### config.mk
export PLATFORM = sky130hd
export DESIGN_NAME = muldiv_unit
export DESIGN_NICKNAME = d
export VERILOG_FILES = /design/src/rtl/muldiv_unit.sv
export SDC_FILE = /design/constraint.sdc
export NUM_CORES = 1
export LEC_CHECK = 0
export CORE_MARGIN = 1.5
export CORE_UTILIZATION = 57
export DETAILED_ROUTE_END_ITERATION = 10
export PLACE_DENSITY = 0.77
export SYNTH_ARGS = -nofsm -noshare
export SYNTH_HDL_FRONTEND = slang
export SYNTH_SLANG_ARGS = --single-unit
export TNS_END_PERCENT = 20
### constraint.sdc
create_clock -name clk -period 14.8 [get_ports clk]
set_input_delay 2.96 -clock clk [delete_from_list [all_inputs] [get_ports clk]]
set_output_delay 2.96 -clock clk [all_outputs]
set_load 0.02 [all_outputs]
### src/rtl/muldiv_unit.sv
// Iterative RV32M multiply/divide unit: one radix-2 step per cycle on operand magnitudes,
// with the sign fixed up on the final step and a single-cycle bypass for the divide corner cases.
//
// state | meaning
// IDLE  | ready for a request; operands are captured on accept
// CALC  | 32 shift-add (multiply) or restoring-subtract (divide) steps
// DONE  | result held until writeback takes it
module muldiv_unit #(
  parameter int XLEN = 32
) (
  input  logic            clk,
  input  logic            rst,
  input  logic            in_valid,
  output logic            in_ready,
  input  logic [2:0]      op,
  input  logic [XLEN-1:0] rs1_data,
  input  logic [XLEN-1:0] rs2_data,
  input  logic [4:0]      rd_addr,
  input  logic            kill,
  output logic            out_valid,
  input  logic            out_ready,
  output logic [XLEN-1:0] result,
  output logic [4:0]      out_rd,
  output logic            out_we
);

  typedef enum logic [1:0] {IDLE, CALC, DONE} state_t;

  state_t              state_q, state_d;
  logic [4:0]          cnt_q, cnt_d;
  logic [2*XLEN-1:0]   acc_q, acc_d;
  logic [XLEN-1:0]     opb_q, opb_d;
  logic [2:0]          op_q, op_d;
  logic                neg_q, neg_d;
  logic                in_ready_q, in_ready_d;
  logic                out_valid_q, out_valid_d;
  logic [XLEN-1:0]     result_q, result_d;
  logic [4:0]          out_rd_q, out_rd_d;

  logic                a_signed, b_signed, s1, s2;
  logic                div_zero, div_ovf, accept;
  logic [XLEN-1:0]     mag1, mag2, bypass_res, pick, calc_res;
  logic [XLEN:0]       sum, diff;
  logic [2*XLEN-1:0]   step_acc, prod;

  // Operand decode and the divide corner cases, all evaluated on the live request.
  always_comb begin
    a_signed   = (op != 3'b011) && (op != 3'b101) && (op != 3'b111);
    b_signed   = (op == 3'b000) || (op == 3'b001) || (op == 3'b100) || (op == 3'b110);
    s1         = a_signed & rs1_data[XLEN-1];
    s2         = b_signed & rs2_data[XLEN-1];
    mag1       = s1 ? -rs1_data : rs1_data;
    mag2       = s2 ? -rs2_data : rs2_data;
    div_zero   = op[2] && (rs2_data == '0);
    div_ovf    = op[2] && !op[0] && (rs1_data == {1'b1, {(XLEN-1){1'b0}}}) && (rs2_data == '1);
    // Overflow: DIV hands back rs1 (the most negative value), REM gives zero.
    bypass_res = div_zero ? (op[1] ? rs1_data : '1) : (op[1] ? '0 : rs1_data);
    accept     = in_valid & in_ready_q;
  end

  // acc holds {hi, lo} of the product, or {remainder, quotient} while dividing.
  always_comb begin
    sum  = {1'b0, acc_q[2*XLEN-1:XLEN]} + (acc_q[0] ? {1'b0, opb_q} : '0);
    diff = acc_q[2*XLEN-1:XLEN-1] - {1'b0, opb_q};
    if (op_q[2]) begin
      step_acc = diff[XLEN] ? {acc_q[2*XLEN-2:0], 1'b0}
                            : {diff[XLEN-1:0], acc_q[XLEN-2:0], 1'b1};
    end else begin
      step_acc = {sum, acc_q[XLEN-1:1]};
    end
    prod = neg_q ? -step_acc : step_acc;
    pick = op_q[1] ? step_acc[2*XLEN-1:XLEN] : step_acc[XLEN-1:0];
    if (op_q[2]) begin
      calc_res = neg_q ? -pick : pick;
    end else begin
      calc_res = (op_q[1:0] == 2'b00) ? prod[XLEN-1:0] : prod[2*XLEN-1:XLEN];
    end
  end

  always_comb begin
    state_d     = state_q;
    cnt_d       = cnt_q;
    acc_d       = acc_q;
    opb_d       = opb_q;
    op_d        = op_q;
    neg_d       = neg_q;
    in_ready_d  = in_ready_q;
    out_valid_d = out_valid_q;
    result_d    = result_q;
    out_rd_d    = out_rd_q;
    if (kill) begin
      state_d     = IDLE;
      cnt_d       = '0;
      in_ready_d  = 1'b1;
      out_valid_d = 1'b0;
    end else begin
      case (state_q)
        IDLE: begin
          if (accept) begin
            op_d       = op;
            out_rd_d   = rd_addr;
            // Quotient and product take sign s1^s2; remainder follows the dividend.
            neg_d      = (op[2] && op[1]) ? s1 : (s1 ^ s2);
            acc_d      = {{XLEN{1'b0}}, mag1};
            opb_d      = mag2;
            cnt_d      = '0;
            in_ready_d = 1'b0;
            if (div_zero || div_ovf) begin
              state_d     = DONE;
              out_valid_d = 1'b1;
              result_d    = bypass_res;
            end else begin
              state_d = CALC;
            end
          end
        end
        CALC: begin
          acc_d = step_acc;
          if (cnt_q == 5'(XLEN-1)) begin
            state_d     = DONE;
            cnt_d       = '0;
            out_valid_d = 1'b1;
            result_d    = calc_res;
          end else begin
            cnt_d = cnt_q + 5'd1;
          end
        end
        DONE: begin
          if (out_ready) begin
            state_d     = IDLE;
            out_valid_d = 1'b0;
            in_ready_d  = 1'b1;
          end
        end
        default: begin
          state_d     = IDLE;
          in_ready_d  = 1'b1;
          out_valid_d = 1'b0;
        end
      endcase
    end
  end

  always_ff @(posedge clk or negedge rst) begin
    if (!rst) begin
      state_q     <= IDLE;
      cnt_q       <= '0;
      acc_q       <= '0;
      opb_q       <= '0;
      op_q        <= '0;
      neg_q       <= 1'b0;
      in_ready_q  <= 1'b1;
      out_valid_q <= 1'b0;
      result_q    <= '0;
      out_rd_q    <= '0;
    end else begin
      state_q     <= state_d;
      cnt_q       <= cnt_d;
      acc_q       <= acc_d;
      opb_q       <= opb_d;
      op_q        <= op_d;
      neg_q       <= neg_d;
      in_ready_q  <= in_ready_d;
      out_valid_q <= out_valid_d;
      result_q    <= result_d;
      out_rd_q    <= out_rd_d;
    end
  end

  assign in_ready  = in_ready_q;
  assign out_valid = out_valid_q;
  assign result    = result_q;
  assign out_rd    = out_rd_q;
  assign out_we    = out_valid_q & out_ready & ~kill & (out_rd_q != 5'd0);

endmodule

==> load_flow_metrics.sql <==
INSERT INTO impl_metrics (metric_group, metric, value, unit) VALUES
('synthesis', 'synth-main-ff-cell', 'dfrtp_1', ''),
('final_layout', 'nets', '2551', ''),
('clock_network', 'insertion_delay', '0.47', 'ns'),
('synthesis', 'post_synth.cell_area_avg', '7.32', 'um2'),
('timing', 'min_period', '7.30', 'ns'),
('worst_setup_path', 'crit_arrival', '4.34', 'ns'),
('floorplanning', 'die_outline_area', '31600', 'um2'),
('placement', 'placer_congestion', '0.975', ''),
('floorplanning', 'ios', '117', ''),
('synthesis', 'ys_top_cells_by_area', 'dfrtp_1 21%, o21ai_0 6.5%, a21oi_1 6.2%', ''),
('synthesis', 'share_of_the_yosys_chip_area_belonging_to_registers', '21.0', '%'),
('grt', 'via_count_of_the_first_global_routing_pass', '18200', ''),
('worst_setup_path', 'crit_path_start_kind', 'input pin', ''),
('final_layout', 'antenna-diode-count', '0', ''),
('placement', 'port_buf_inserts', '116', ''),
('synthesis', 'synth_top_area_share', '20.8', '%'),
('timing', 'hold_viol', '0', ''),
('clock_network', 'clk_pin_slew', '0.07', 'ns'),
('clock_network', 'cts_setup_buffers', '0', ''),
('worst_setup_path', 'critPathRequiredTime', '11.84', 'ns'),
('clock_network', 'numClockSinks', '146', ''),
('drt', 'vias_per_cell', '6.94', ''),
('timing', 'final_min_period_over_clock_period', '49.3', '%'),
('final_layout', 'most-common-layout-cells', '274 x nand2_1, 227 x o21ai_0, 222 x nor2_1, 217 x a21oi_1, 142 x dfrtp_1', ''),
('synthesis', 'synth_nets', '2530', ''),
('final_layout', 'layout_cells_sized_above_1', '6.92', '%'),
('worst_setup_path', 'critPathKind', 'input pin to output pin', ''),
('outcome', 'status', 'finished, final reports clean', ''),
('floorplanning', 'die_h', '178', 'um'),
('grt', 'antenna_found_initial', '0', ''),
('timing', 'timing.final.setup_violations', '0', ''),
('timing', 'slew_headroom', '11.0', '%'),
('clock_network', 'cts_resized', '0', ''),
('clock_network', 'cts.htree.levels', '4', ''),
('final_layout', 'layout.area.seq', '3660', 'um2'),
('grt', 'grt_pass1_wl', '102', 'mm'),
('clock_network', 'tritoncts', 'built', ''),
('drt', 'remaining_drc_errors', '0', ''),
('synthesis', 'netlist.top_cell.by_area', 'dfrtp_1', ''),
('floorplanning', 'row_count', '63', ''),
('drt', 'totalWireLength', '66.7', 'mm'),
('clock_network', 'cts.hold.buffers_added', '0', ''),
('final_layout', 'fin_cells', '2804', ''),
('floorplanning', 'placeableCoreArea', '29900', 'um2'),
('flow_run', 'drv.max_cap_violation_count', '0', ''),
('timing', 'tns', '0', 'ns'),
('synthesis', 'syn_area', '17400', 'um2'),
('timing', 'setup_repair_after_global_routing_missed_its_margin', 'false', ''),
('synthesis', 'syn-instance-count', '2380', ''),
('timing', 'fin_worst_skew', '0.0160', 'ns'),
('synthesis', 'synth_enable_flop_cells', '0', ''),
('grt', 'grt_overflow', '0', ''),
('final_layout', 'commonest_non_fill_non_tap_cell_in_the_layout', 'nand2_1', ''),
('placement', 'dp_hpwl', '50.6', 'mm'),
('placement', 'place.detailed.instances', '2772', ''),
('timing', 'timing_max_transition_violations_final', '0', ''),
('drt', 'drt_pre_antenna_iters', '6', ''),
('clock_network', 'tritoncts.num_buffers', '17', ''),
('drt', 'detail_route.iter0.violations', '2250', ''),
('drt', 'wl_per_cell', '23.8', 'um'),
('final_layout', 'area_delta_synth_final', '10.7', '%'),
('floorplanning', 'die-width', '178', 'um'),
('clock_network', 'clk_root_buffer_cell', 'clkbuf_16', ''),
('final_layout', 'layout.core_utilization', '64.6', '%'),
('synthesis', 'netlist-cell-type-count', '111', ''),
('clock_network', 'clockBufferDepth', '2', ''),
('hold_path', 'class_of_the_most_critical_hold_timing_path', 'register to register', ''),
('floorplanning', 'start_util', '58.3', '%'),
('timing', 'achievable-frequency', '137', 'MHz'),
('worst_setup_path', 'element_type_at_the_critical_path_end', 'output pin', ''),
('final_layout', 'multi_input_comb_area', '12900', 'um2'),
('synthesis', 'ys.warnings.count', '0', ''),
('synthesis', 'ys_async_sr_fraction', '100', '%'),
('timing', 'timing_worst_slew_pin_value', '1.30', 'ns'),
('grt', 'pin_count_of_the_biggest_net_entering_global_routing', '97', ''),
('worst_setup_path', 'crit_path_max_fanout', '8', ''),
('synthesis', 'ys_ff_latch', '146', ''),
('final_layout', 'fillCellCount', '2707', ''),
('drt', 'drt.antenna.violating_nets', '0', ''),
('grt', 'global_route.usage.total', '42.2', '%'),
('drt', 'num_vias', '19400', '');
area by class of cell:
class                      count  area share [%]
clock inverter                12           0.811
multi-input combinational   2020            66.9
sequential                   146            19.0
clock buffer                  20            2.26
tap                          390            2.53
inverter                      71            1.39
timing repair buffer         145            7.15
routing by layer:
layer | wire [um] | GRT usage, % | vias up
li1 | - | - | 8861
met1 | 26800 | 55.0 | 9220
met2 | 29900 | 66.4 | 1146
met3 | 6290 | 7.69 | 222
met4 | 3700 | 22.4 | 0
met5 | 0 | 0 | -
synthesized netlist by cell type (all sizes together), types with 17 or more instances:
library cell,instances
buf,49
a21o,30
mux2,35
nand3,62
nand2b,22
xor2,68
a211oi,32
nand4,34
inv,70
nor4,30
o21ai,244
xnor2,82
o31ai,37
clkbuf,94
mux2i,39
nor2,226
and2,50
a22o,19
nor3,67
a31oi,37
or3,31
nand2,274
dfrtp,145
ha,71
o211ai,27
and3,17
a21oi,224
metrics by stage:
step                instance area, um2  hold slack, ns  setup WS [ns]
finish                           19300           0.491           7.50
global route                     19300           0.513           7.38
CTS                              19300           0.493           7.50
detailed placement               18700           0.477           7.38
global placement                 18700           0.476           7.44
floorplan                        17400           0.464           8.22
cells by family after synthesis:
kind of cell / count (synthesis) / share of synthesized area [%]
and+or+nand+nor: 890 / 25.5
muxes: 76 / 4.78
xor gates and xnor gates: 150 / 7.54
AOI/OAI and AO/OA: 831 / 30.8
DFF: 146 / 21.0
buffers and inverters: 214 / 5.12
adders and majority gates: 73 / 5.33
state kept, by name (all words and copies together), names as in the netlist:
name,cells
acc_q,64
opb_q,32
result,32
cnt_q,5
out_rd,5
op_q,3
state_q,2
in_ready,1
neg_q,1
out_valid,1
critical path: stages:
cell,delay (ns)
clkdlybuf4s50_1,0.53
nor3_1,0.22
clkdlybuf4s50_1,0.63
worst paths after layout:
check	endpoint	cells after the start	start	slack, ns
setup / recovery	out_we	3	kill	7.50
hold / removal	result[11]	2	result[11]	0.49
setup reg to reg	result[28]	23	acc_q[31]	7.91
hold reg to reg	result[11]	2	result[11]	0.49
max in group asynchronous	neg_q	2	rst	10.76
min in group asynchronous	acc_q[60]	1	rst	2.53
Power is not shown: default switching activity piles up to over one toggle a cycle in this logic, so the estimate is an artifact.
